$ cat config.mk
export PLATFORM = sky130hd
export DESIGN_NAME = rx_link_supervisor
export DESIGN_NICKNAME = d
export VERILOG_FILES = /design/src/rtl/rx_link_supervisor.sv
export SDC_FILE = /design/constraint.sdc
export NUM_CORES = 1
export LEC_CHECK = 0
export ABC_AREA = 0
export CAP_MARGIN = 5
export CELL_PAD_IN_SITES_DETAIL_PLACEMENT = 0
export CELL_PAD_IN_SITES_GLOBAL_PLACEMENT = 1
export CORE_ASPECT_RATIO = 0.8
export CORE_MARGIN = 2
export CORE_UTILIZATION = 48
export CTS_CLUSTER_SIZE = 8
export DETAILED_ROUTE_END_ITERATION = 7
export HOLD_SLACK_MARGIN = 0.08
export PLACE_DENSITY = 0.95
export SYNTH_ARGS = -nofsm -noshare
export SYNTH_HDL_FRONTEND = slang
export SYNTH_SLANG_ARGS = --single-unit
$ cat constraint.sdc
create_clock -name clk_i -period 8.4 [get_ports clk_i]
set_clock_uncertainty 0.15 [all_clocks]
set_input_delay 2.1 -clock clk_i [delete_from_list [all_inputs] [get_ports clk_i]]
set_output_delay 2.1 -clock clk_i [all_outputs]
set_load 0.02 [all_outputs]
$ cat src/rtl/rx_link_supervisor.sv
// rx_link_supervisor: sequencing controller for the pulse-ID receiver.
// Holds the receiver in reset, waits for LOCK_COUNT consecutive well-formed
// pulses to declare lock, forwards qualified pulses while locked and forces
// a resync when too many consecutive intervals are bad or silent.
// Optional macro RX_SUPERVISOR_BACKOFF_EN: doubles the reset hold length
// after every acquisition timeout (capped at HOLD_CYCLES << 6).
module rx_link_supervisor #(
  parameter int unsigned HOLD_CYCLES  = 50,
  parameter int unsigned ACQ_TIMEOUT  = 50000000,
  parameter int unsigned LOCK_COUNT   = 4,
  parameter int unsigned TRIG_TIMEOUT = 5000000,
  parameter int unsigned MAX_MISSES   = 3
) (
  input  logic        clk_i,
  input  logic        reset_ni,
  input  logic        resync_i,
  input  logic        trigger_i,
  input  logic [63:0] pulse_id_i,
  input  logic        error_i,
  output logic        rx_reset_o,
  output logic        locked_o,
  output logic        pulse_valid_o,
  output logic [63:0] pulse_id_o,
  output logic [7:0]  resync_count_o,
  output logic [1:0]  state_o
);

  typedef enum logic [1:0] {
    ST_HOLD    = 2'd0,
    ST_ACQUIRE = 2'd1,
    ST_LOCKED  = 2'd2
  } state_t;

  state_t      state, state_next;
  logic        trigger_q;
  logic        err_flag, err_flag_next;
  logic [63:0] ref_id, ref_id_next;
  logic [31:0] good_cnt, good_cnt_next;
  logic [31:0] miss_cnt, miss_cnt_next;
  logic [31:0] timer, timer_next;
  logic        pulse_valid_next;
  logic [63:0] pulse_id_next;
  logic [7:0]  resync_count_next;
  logic [31:0] hold_len;
  logic        edge_det;
  logic        good_interval;
  logic        force_resync;

  // trigger_q resets high so a trigger already high out of reset is not a pulse
  assign edge_det      = trigger_i & ~trigger_q;
  // An interval is good when the ID advances by exactly one (64-bit wrap
  // included) and no receiver error was seen since the previous edge.
  assign good_interval = (pulse_id_i == ref_id + 64'd1) && !err_flag;

`ifdef RX_SUPERVISOR_BACKOFF_EN
  logic [2:0] bo, bo_next;
  logic       lock_hit;
  logic       acq_timeout_hit;

  assign hold_len        = 32'(HOLD_CYCLES) << bo;
  assign lock_hit        = (state == ST_ACQUIRE) && (state_next == ST_LOCKED);
  // A resync request that coincides with the timeout wins, so no backoff step
  assign acq_timeout_hit = (state == ST_ACQUIRE) && (state_next == ST_HOLD) && !resync_i;

  // Backoff exponent: grows on acquisition timeouts, cleared once lock is reached
  always_comb begin
    bo_next = bo;
    if (lock_hit) begin
      bo_next = 3'd0;
    end else if (acq_timeout_hit && (bo != 3'd6)) begin
      bo_next = bo + 3'd1;
    end
  end

  // Backoff exponent register
  always_ff @(posedge clk_i or negedge reset_ni) begin
    if (!reset_ni) begin
      bo <= 3'd0;
    end else begin
      bo <= bo_next;
    end
  end
`else
  assign hold_len = 32'(HOLD_CYCLES);
`endif

  // Next-state logic: one shared timer serves as hold, acquire and trigger timer
  always_comb begin
    state_next        = state;
    timer_next        = timer + 32'd1;
    ref_id_next       = ref_id;
    good_cnt_next     = good_cnt;
    miss_cnt_next     = miss_cnt;
    err_flag_next     = error_i | (err_flag & ~edge_det);
    pulse_valid_next  = 1'b0;
    pulse_id_next     = pulse_id_o;
    resync_count_next = resync_count_o;
    force_resync      = resync_i;

    case (state)
      ST_HOLD: begin
        if (timer >= hold_len - 32'd1) begin
          state_next = ST_ACQUIRE;
          timer_next = 32'd0;
        end
      end
      ST_ACQUIRE: begin
        if (edge_det) begin
          ref_id_next = pulse_id_i;
          // good_cnt == 0 marks the first edge since HOLD: it only seeds ref_id
          if ((good_cnt != 32'd0) && good_interval) begin
            good_cnt_next = good_cnt + 32'd1;
            if (good_cnt + 32'd1 >= LOCK_COUNT) begin
              state_next       = ST_LOCKED;
              timer_next       = 32'd0;
              miss_cnt_next    = 32'd0;
              pulse_valid_next = 1'b1;
              pulse_id_next    = pulse_id_i;
            end
          end else begin
            good_cnt_next = 32'd1;
          end
        end else if (timer >= ACQ_TIMEOUT - 32'd1) begin
          state_next = ST_HOLD;
        end
      end
      ST_LOCKED: begin
        if (edge_det) begin
          ref_id_next      = pulse_id_i;
          timer_next       = 32'd0;
          pulse_valid_next = 1'b1;
          pulse_id_next    = pulse_id_i;
          if (good_interval) begin
            miss_cnt_next = 32'd0;
          end else begin
            miss_cnt_next = miss_cnt + 32'd1;
          end
        end else if (timer >= TRIG_TIMEOUT - 32'd1) begin
          timer_next    = 32'd0;
          miss_cnt_next = miss_cnt + 32'd1;
        end
        if (miss_cnt_next >= MAX_MISSES) begin
          force_resync = 1'b1;
        end
      end
      default: begin
        state_next = ST_HOLD;
      end
    endcase

    // A resync drops the pulse of the same cycle: the link is being torn down,
    // so nothing is forwarded from the cycle HOLD is entered onwards.
    if (force_resync) begin
      state_next       = ST_HOLD;
      pulse_valid_next = 1'b0;
      pulse_id_next    = pulse_id_o;
      if (resync_count_o != 8'hFF) begin
        resync_count_next = resync_count_o + 8'd1;
      end
    end

    // While holding, all link history is discarded; (re)entry restarts the hold
    if (state_next == ST_HOLD) begin
      if ((state != ST_HOLD) || force_resync) begin
        timer_next = 32'd0;
      end
      ref_id_next   = 64'd0;
      good_cnt_next = 32'd0;
      miss_cnt_next = 32'd0;
      err_flag_next = 1'b0;
    end
  end

  // State and datapath registers
  always_ff @(posedge clk_i or negedge reset_ni) begin
    if (!reset_ni) begin
      state          <= ST_HOLD;
      trigger_q      <= 1'b1;
      err_flag       <= 1'b0;
      ref_id         <= 64'd0;
      good_cnt       <= 32'd0;
      miss_cnt       <= 32'd0;
      timer          <= 32'd0;
      pulse_valid_o  <= 1'b0;
      pulse_id_o     <= 64'd0;
      resync_count_o <= 8'd0;
    end else begin
      state          <= state_next;
      trigger_q      <= trigger_i;
      err_flag       <= err_flag_next;
      ref_id         <= ref_id_next;
      good_cnt       <= good_cnt_next;
      miss_cnt       <= miss_cnt_next;
      timer          <= timer_next;
      pulse_valid_o  <= pulse_valid_next;
      pulse_id_o     <= pulse_id_next;
      resync_count_o <= resync_count_next;
    end
  end

  assign rx_reset_o = (state == ST_HOLD);
  assign locked_o   = (state == ST_LOCKED);
  assign state_o    = state;

endmodule

==> results of run 1 <==
-- sequential cells by signal (all words and copies together) (netlist names), 2 cells and up --
name / flops
ref_id: 64
pulse_id_o: 64
resync_count_o: 8
timer: 32
miss_cnt: 32
state_o: 2
good_cnt: 32
-- worst min-delay path by stage --
stage | end | slack (ps) | cells after the start
floorplan | err_flag$_DFF_PN0_ | 330 | 2
global placement | pulse_id_o[58]$_DFFE_PN0P_ | 320 | 1
detailed placement | pulse_id_o[50]$_DFFE_PN0P_ | 320 | 1
CTS | pulse_id_o[23]$_DFFE_PN0P_ | 340 | 1
global route | pulse_id_o[56]$_DFFE_PN0P_ | 350 | 1
finish | pulse_id_o[50]$_DFFE_PN0P_ | 330 | 1
-- metal layers --
| metal | track usage | part of all wire |
|---|---|---|
| met4 | 0.0859 | 0.028 |
| met5 | 0 | 0 |
| met3 | 0.0560 | 0.076 |
| met2 | 0.398 | 0.44 |
| met1 | 0.381 | 0.46 |
-- critical path, stage by stage --
cell             delay, ps
clkdlybuf4s50_1        530
xor2_1                 250
nand3b_1               100
a21boi_0               190
mux2i_1                110
nor4_1                 270
nand4_1                100
or4_1                  730
nor4_4                 590
o221ai_2               180
nor3_2                 200
buf_4                  220
a21boi_4               180
buf_4                  690
mux2_1                 400
-- power by group --
| part | internal [mW] | leakage, nW | switching (mW) | total [mW] |
|---|---|---|---|---|
| Clock | 0.755 | 0.452 | 0.493 | 1.25 |
| Combinational | 0.104 | 3.05 | 0.129 | 0.233 |
| Sequential | 1.17 | 3.29 | 0.0299 | 1.20 |
| Total | 2.03 | 6.80 | 0.652 | 2.68 |
-- synth_stat cells (all sizes together), types with 7 or more instances --
master,n
a211oi,8
a21boi,7
a21oi,144
a311oi,24
a31oi,25
and2,10
and3,26
and4,17
buf,33
clkbuf,65
dfrtp,236
ha,13
inv,30
mux2,66
mux2i,12
nand2,262
nand2b,9
nand3,65
nand3b,7
nand4,69
nor2,125
nor2b,14
nor3,51
nor3b,11
nor4,42
nor4b,8
o211ai,7
o21ai,51
or3,34
or4,15
xnor2,83
xor2,65
-- layout make-up --
class | count | area [um2]
repair buffers | 165 | 1620
inverters | 30 | 113
diodes | 1 | 2.50
multi-input cells | 1358 | 8550
fillers | 2665 | 12900
flip-flops and latches | 237 | 5930
well taps | 413 | 517
clock buffers | 44 | 920
clock inverters | 1 | 8.76
-- through the flow --
stage | utilization | cell area (um2)
after detailed placement | 0.547 | 16700
after global placement | 0.547 | 16700
after floorplan | - | 15000
after global routing | 0.577 | 17700
final | 0.577 | 17700
after CTS | 0.577 | 17700
-- kinds of logic after synthesis --
family | count (synthesis) | synth area share
mux | 78 | 0.0575
compound gates | 335 | 0.146
fa+ha+maj | 13 | 0.0108
xor+xnor | 148 | 0.0863
simple gates | 784 | 0.266
buf+inv | 128 | 0.0383
flops | 237 | 0.395
==> flow_summary_export.csv, run 1 <==
group,metric,value,unit
logic_synthesis,synth.distinct_cells,81,
grt,antenna_found_initial,1,
logic_synthesis,synthesis.area,0.0150,mm2
sta,fin_crit_sh,0.797,
logic_synthesis,ys_warn_count,0,
clock_network,clk_path_buf_depth,3,
final_layout,drive_above_1_share,0.0599,
power_and_ir_drop,static-leakage-power,6.80,nW
sta,worst_pin_slew,1120,ps
logic_synthesis,seq_area_frac_synth,0.395,
clock_network,cts_root_buffer,"clkbuf_16",
setup_path,worstPathRequired,8630,ps
logic_synthesis,synthTopCellsByArea,"dfrtp_1, nand2_1, xnor2_1",
logic_synthesis,synth_seq_cells,237,
clock_network,cts_tree,"done",
grt,grt_overflow_total,0,
placement,gp_congestion,0.938,
placement,dp_worst_setup_slack,1230,ps
sta,setup_violations,0,
sta,max_clock_freq,149,MHz
sta,slew_violations,0,
clock_network,clk_pin_slew,50,ps
flow_run,maxCapViolations,0,
logic_synthesis,netlist.area_leader.share,0.393,
placement,port_buffers,145,
sta,tns,0,ps
drt,vias,13721,
power_and_ir_drop,finalPower,2.68,mW
setup_path,cp-end-kind,"register",
final_layout,final_cell_mix,"nand2_1, dfrtp_1, a21oi_1, clkdlybuf4s50_1, nor2_1",
grt,track_usage,0.265,
clock_network,h-tree-depth,2,
setup_path,regToRegSetupSlack,1970,ps
setup_path,reg2reg_from,"ref_id[0]$_DFFE_PN0P_",
setup_path,crit_fanout,64,
drt,firstDrtPassIters,5,
run_status,status,"finished clean",
clock_network,cts_setup_buffers,0,
setup_path,r2r-end,"pulse_id_o[20]$_DFFE_PN0P_",
clock_network,cts_hold_buf,0,
clock_network,cts.sinks,237,
logic_synthesis,synth_top_flop_cell,"dfrtp_1",
floorplanning,core,0.0306,mm2
placement,dp_hpwl,29.9,mm
drt,viasPerCell,6.10,
clock_network,numCtsBuffers,35,
floorplanning,die_y,162,um
power_and_ir_drop,cellPowerDensity,152,mW/mm2
power_and_ir_drop,ir_drop,0.180,mV
floorplanning,start_util,0.491,
floorplanning,num_rows,57,
setup_path,critPathCapture,"pulse_id_o[20]$_DFFE_PN0P_",
sta,rsz0062_at_grt,"false",
worst_hold_path,hp-start,"pulse_id_o[50]$_DFFE_PN0P_",
setup_path,startpoint_type,"input pin",
logic_synthesis,syn_inst,1723,
grt,grt_pass1_wl,70.8,mm
drt,wl_per_cell,19.2,um
drt,antenna_left,0,
grt,grt_pass1_vias,12989,
logic_synthesis,syn-num-nets,1805,
setup_path,critPathKind,"in2reg",
clock_network,insertion_delay,520,ps
floorplanning,die_w,202,um
drt,wl,43.1,mm
drt,route.detailed.drc,0,
setup_path,cp.arrival,6930,ps
placement,placed_cells,2203,
logic_synthesis,syn_avg_cell_area,8.72,um2
setup_path,crit_start,"pulse_id_i[54]",
worst_hold_path,hold_path.class,"reg2reg",
sta,period_needed,6700,ps
final_layout,mostFrequentLayoutCell,"nand2_1",
grt,grt_max_degree,173,
final_layout,syn_to_final_growth,17.6,%
sta,layout_setup_ws,1700,ps
setup_path,ff2ff_path_depth,15,
sta,hold_violations,0,
logic_synthesis,synth_edf_count,0,
final_layout,layoutNonFillerInstCount,2249,
drt,drtIter0Drc,1197,
floorplanning,io_pins,146,
sta,slew_headroom,0.251,
floorplanning,fp.dieArea,0.0327,mm2
final_layout,finalNetCount,1909,
logic_synthesis,netlist.top_cell.by_area,"dfrtp_1",
logic_synthesis,ys_async_sr_fraction,1.00,
clock_network,cts.repair.resized,0,
sta,whs,328,ps
(Power assumes the default switching activity.)
==> run 2: changes to the inputs <==
CORE_UTILIZATION = 45   (was 48)
PLACE_DENSITY = 0.9   (was 0.95)
clock period = 6.43 ns   (was 8.4 ns; I/O delays follow)
==> run 2 against run 1 <==
  * Sequential power is 30% higher
  * Combinational power up 28%
  * Largest cell class unchanged
  * Critical endpoint is now pulse_id_o[31]$_DFFE_PN0P_
  * Core utilization down 3.3 points
  * Highest routed layer unchanged
  * Worst hold slack about the same
  * Clock power up 34%
==> flow_summary_export.csv, run 2 (same netlist as run 1, synthesis figures left out) <==
group,metric,value,unit
final_layout,reg.largest.list,"pulse_id_o (64), ref_id (64)",
floorplanning,start_util,0.459,
floorplanning,fp.dieArea,0.0349,mm2
setup_path,cpMostUsedCell,"or4_1",
setup_path,critPathKind,"reg2reg",
setup_path,critical-path-max-stage-delay,730,ps
sta,setup_violations,0,
floorplanning,core,0.0327,mm2
placement,dp_hpwl,30.1,mm
sta,period_needed,5650,ps
placement,gp_congestion,0.959,
grt,grt_pass1_wl,71.1,mm
grt,grt_overflow_total,0,
floorplanning,die_w,208,um
drt,wl,42.9,mm
placement,postPlaceCellArea,0.0168,mm2
setup_path,startpoint_type,"register",
setup_path,path_cells,"ha_1 > nand3_1 > buf_4 > or4_1 > or4_1 > nor3b_1 > mux2i_1 > nand4_1 > or4_1 > nor4b_1 > a311oi_1 > nor3_2 > a21boi_4 > buf_4 > mux2_1",
placement,placed_cells,2225,
final_layout,mostFrequentLayoutCell,"nand2_1",
sta,whs,328,ps
power_and_ir_drop,static-leakage-power,6.86,nW
grt,grt_max_degree,106,
clock_network,insertion_delay,520,ps
final_layout,final_cell_mix,"nand2_1, dfrtp_1, a21oi_1, clkdlybuf4s50_1, nor2_1",
final_layout,finalNetCount,1917,
sta,worst_pin_slew,883,ps
floorplanning,io_pins,146,
clock_network,clk_path_buf_depth,3,
power_and_ir_drop,ir_drop,0.245,mV
clock_network,clk_pin_slew,50,ps
floorplanning,num_rows,59,
sta,slew_headroom,0.407,
drt,drtIter0Drc,1247,
drt,firstDrtPassIters,5,
sta,tns,0,ps
run_status,status,"finished clean",
sta,max_clock_freq,177,MHz
flow_run,maxCapViolations,0,
setup_path,critPathSlowestCell,"or4_1",
placement,port_buffers,145,
drt,vias,13730,
sta,hold_violations,0,
final_layout,layoutNonFillerInstCount,2272,
sta,slew_violations,0,
final_layout,fin_area,0.0178,mm2
setup_path,worstPathRequired,6660,ps
final_layout,seqCellArea,0.00593,mm2
setup_path,cp-end-kind,"register",
clock_network,cts.repair.resized,0,
floorplanning,die_y,167,um
final_layout,antenna_cells,0,
drt,route.detailed.drc,0,
grt,antenna_found_initial,1,
clock_network,numCtsBuffers,35,
sta,rsz0062_at_grt,"false",
final_layout,drive_above_1_share,0.0640,
clock_network,cts_setup_buffers,0,
grt,grt_pass1_vias,12996,
final_layout,syn_to_final_growth,18.5,%
drt,wl_per_cell,18.9,um
clock_network,cts_tree,"done",
sta,fin_crit_sh,0.878,
final_layout,fill_cells,2999,
final_layout,postLayoutCoreUtil,0.545,
clock_network,cts_root_buffer,"clkbuf_16",
clock_network,h-tree-depth,2,
setup_path,crit_fanout,26,
clock_network,cts.sinks,237,
setup_path,cp.arrival,5880,ps
worst_hold_path,hold_path.class,"reg2reg",
drt,viasPerCell,6.04,
final_layout,multi_input_area,0.00855,mm2
grt,track_usage,0.248,
drt,antenna_left,0,
clock_network,cts_hold_buf,0,
power_and_ir_drop,cellPowerDensity,198,mW/mm2
## run 2: through the flow
stage	power [mW]	worst slack [ps]
global placement	1.88	568
CTS	3.58	809
finish	3.53	784
global route	3.67	423
floorplan	1.71	1450
detailed placement	1.89	442
## run 2: path summary, 6_finish.rpt
kind | end | from | slack (ps) | depth (start not counted)
min in group asynchronous | pulse_id_o[25]$_DFFE_PN0P_ | reset_ni | 1000 | 1
worst max-delay path | pulse_id_o[31]$_DFFE_PN0P_ | ref_id[0]$_DFFE_PN0P_ | 780 | 15
worst min register to register | pulse_id_o[58]$_DFFE_PN0P_ | pulse_id_o[58]$_DFFE_PN0P_ | 330 | 1
worst max register to register | pulse_id_o[31]$_DFFE_PN0P_ | ref_id[0]$_DFFE_PN0P_ | 780 | 15
worst min-delay path | pulse_id_o[58]$_DFFE_PN0P_ | pulse_id_o[58]$_DFFE_PN0P_ | 330 | 1
max in group asynchronous | miss_cnt[22]$_DFFE_PN0P_ | reset_ni | 3970 | 2
## run 2: critical path, delay by kind of cell (launching register included)
| kind | cells | cell delay [ps] |
|---|---|---|
| muxes | 2 | 620 |
| and+or+nand+nor | 8 | 3170 |
| adders and majority gates | 1 | 230 |
| buffers and inverters | 2 | 530 |
| DFF | 1 | 430 |
| AOI/OAI and AO/OA | 2 | 360 |
## run 2: cell type report
cell class / count / area share
inverter: 30 / 0.00632
sequential: 237 / 0.333
clock buffer: 47 / 0.0541
tap: 427 / 0.0300
multi-input combinational: 1358 / 0.480
timing repair buffer: 173 / 0.0964
## run 2: routing by layer
layer,global-route usage,routed length (um)
met1,0.364,19900
met2,0.374,18800
met3,0.0420,3090
met4,0.0760,1080
met5,0,0
## run 2: where the power goes
part / switching [mW] / internal (mW) / leakage [nW]
Sequential: 0.0379 / 1.53 / 3.29
Combinational: 0.164 / 0.135 / 3.10
Clock: 0.644 / 1.03 / 0.468
Total: 0.845 / 2.69 / 6.86
==> run 3: changes to the inputs <==
ABC_CLOCK_PERIOD_IN_PS = 6430   (was unset)
==> results of run 3 <==
The final DEF is identical to that of run 2; final timing and power are the same.
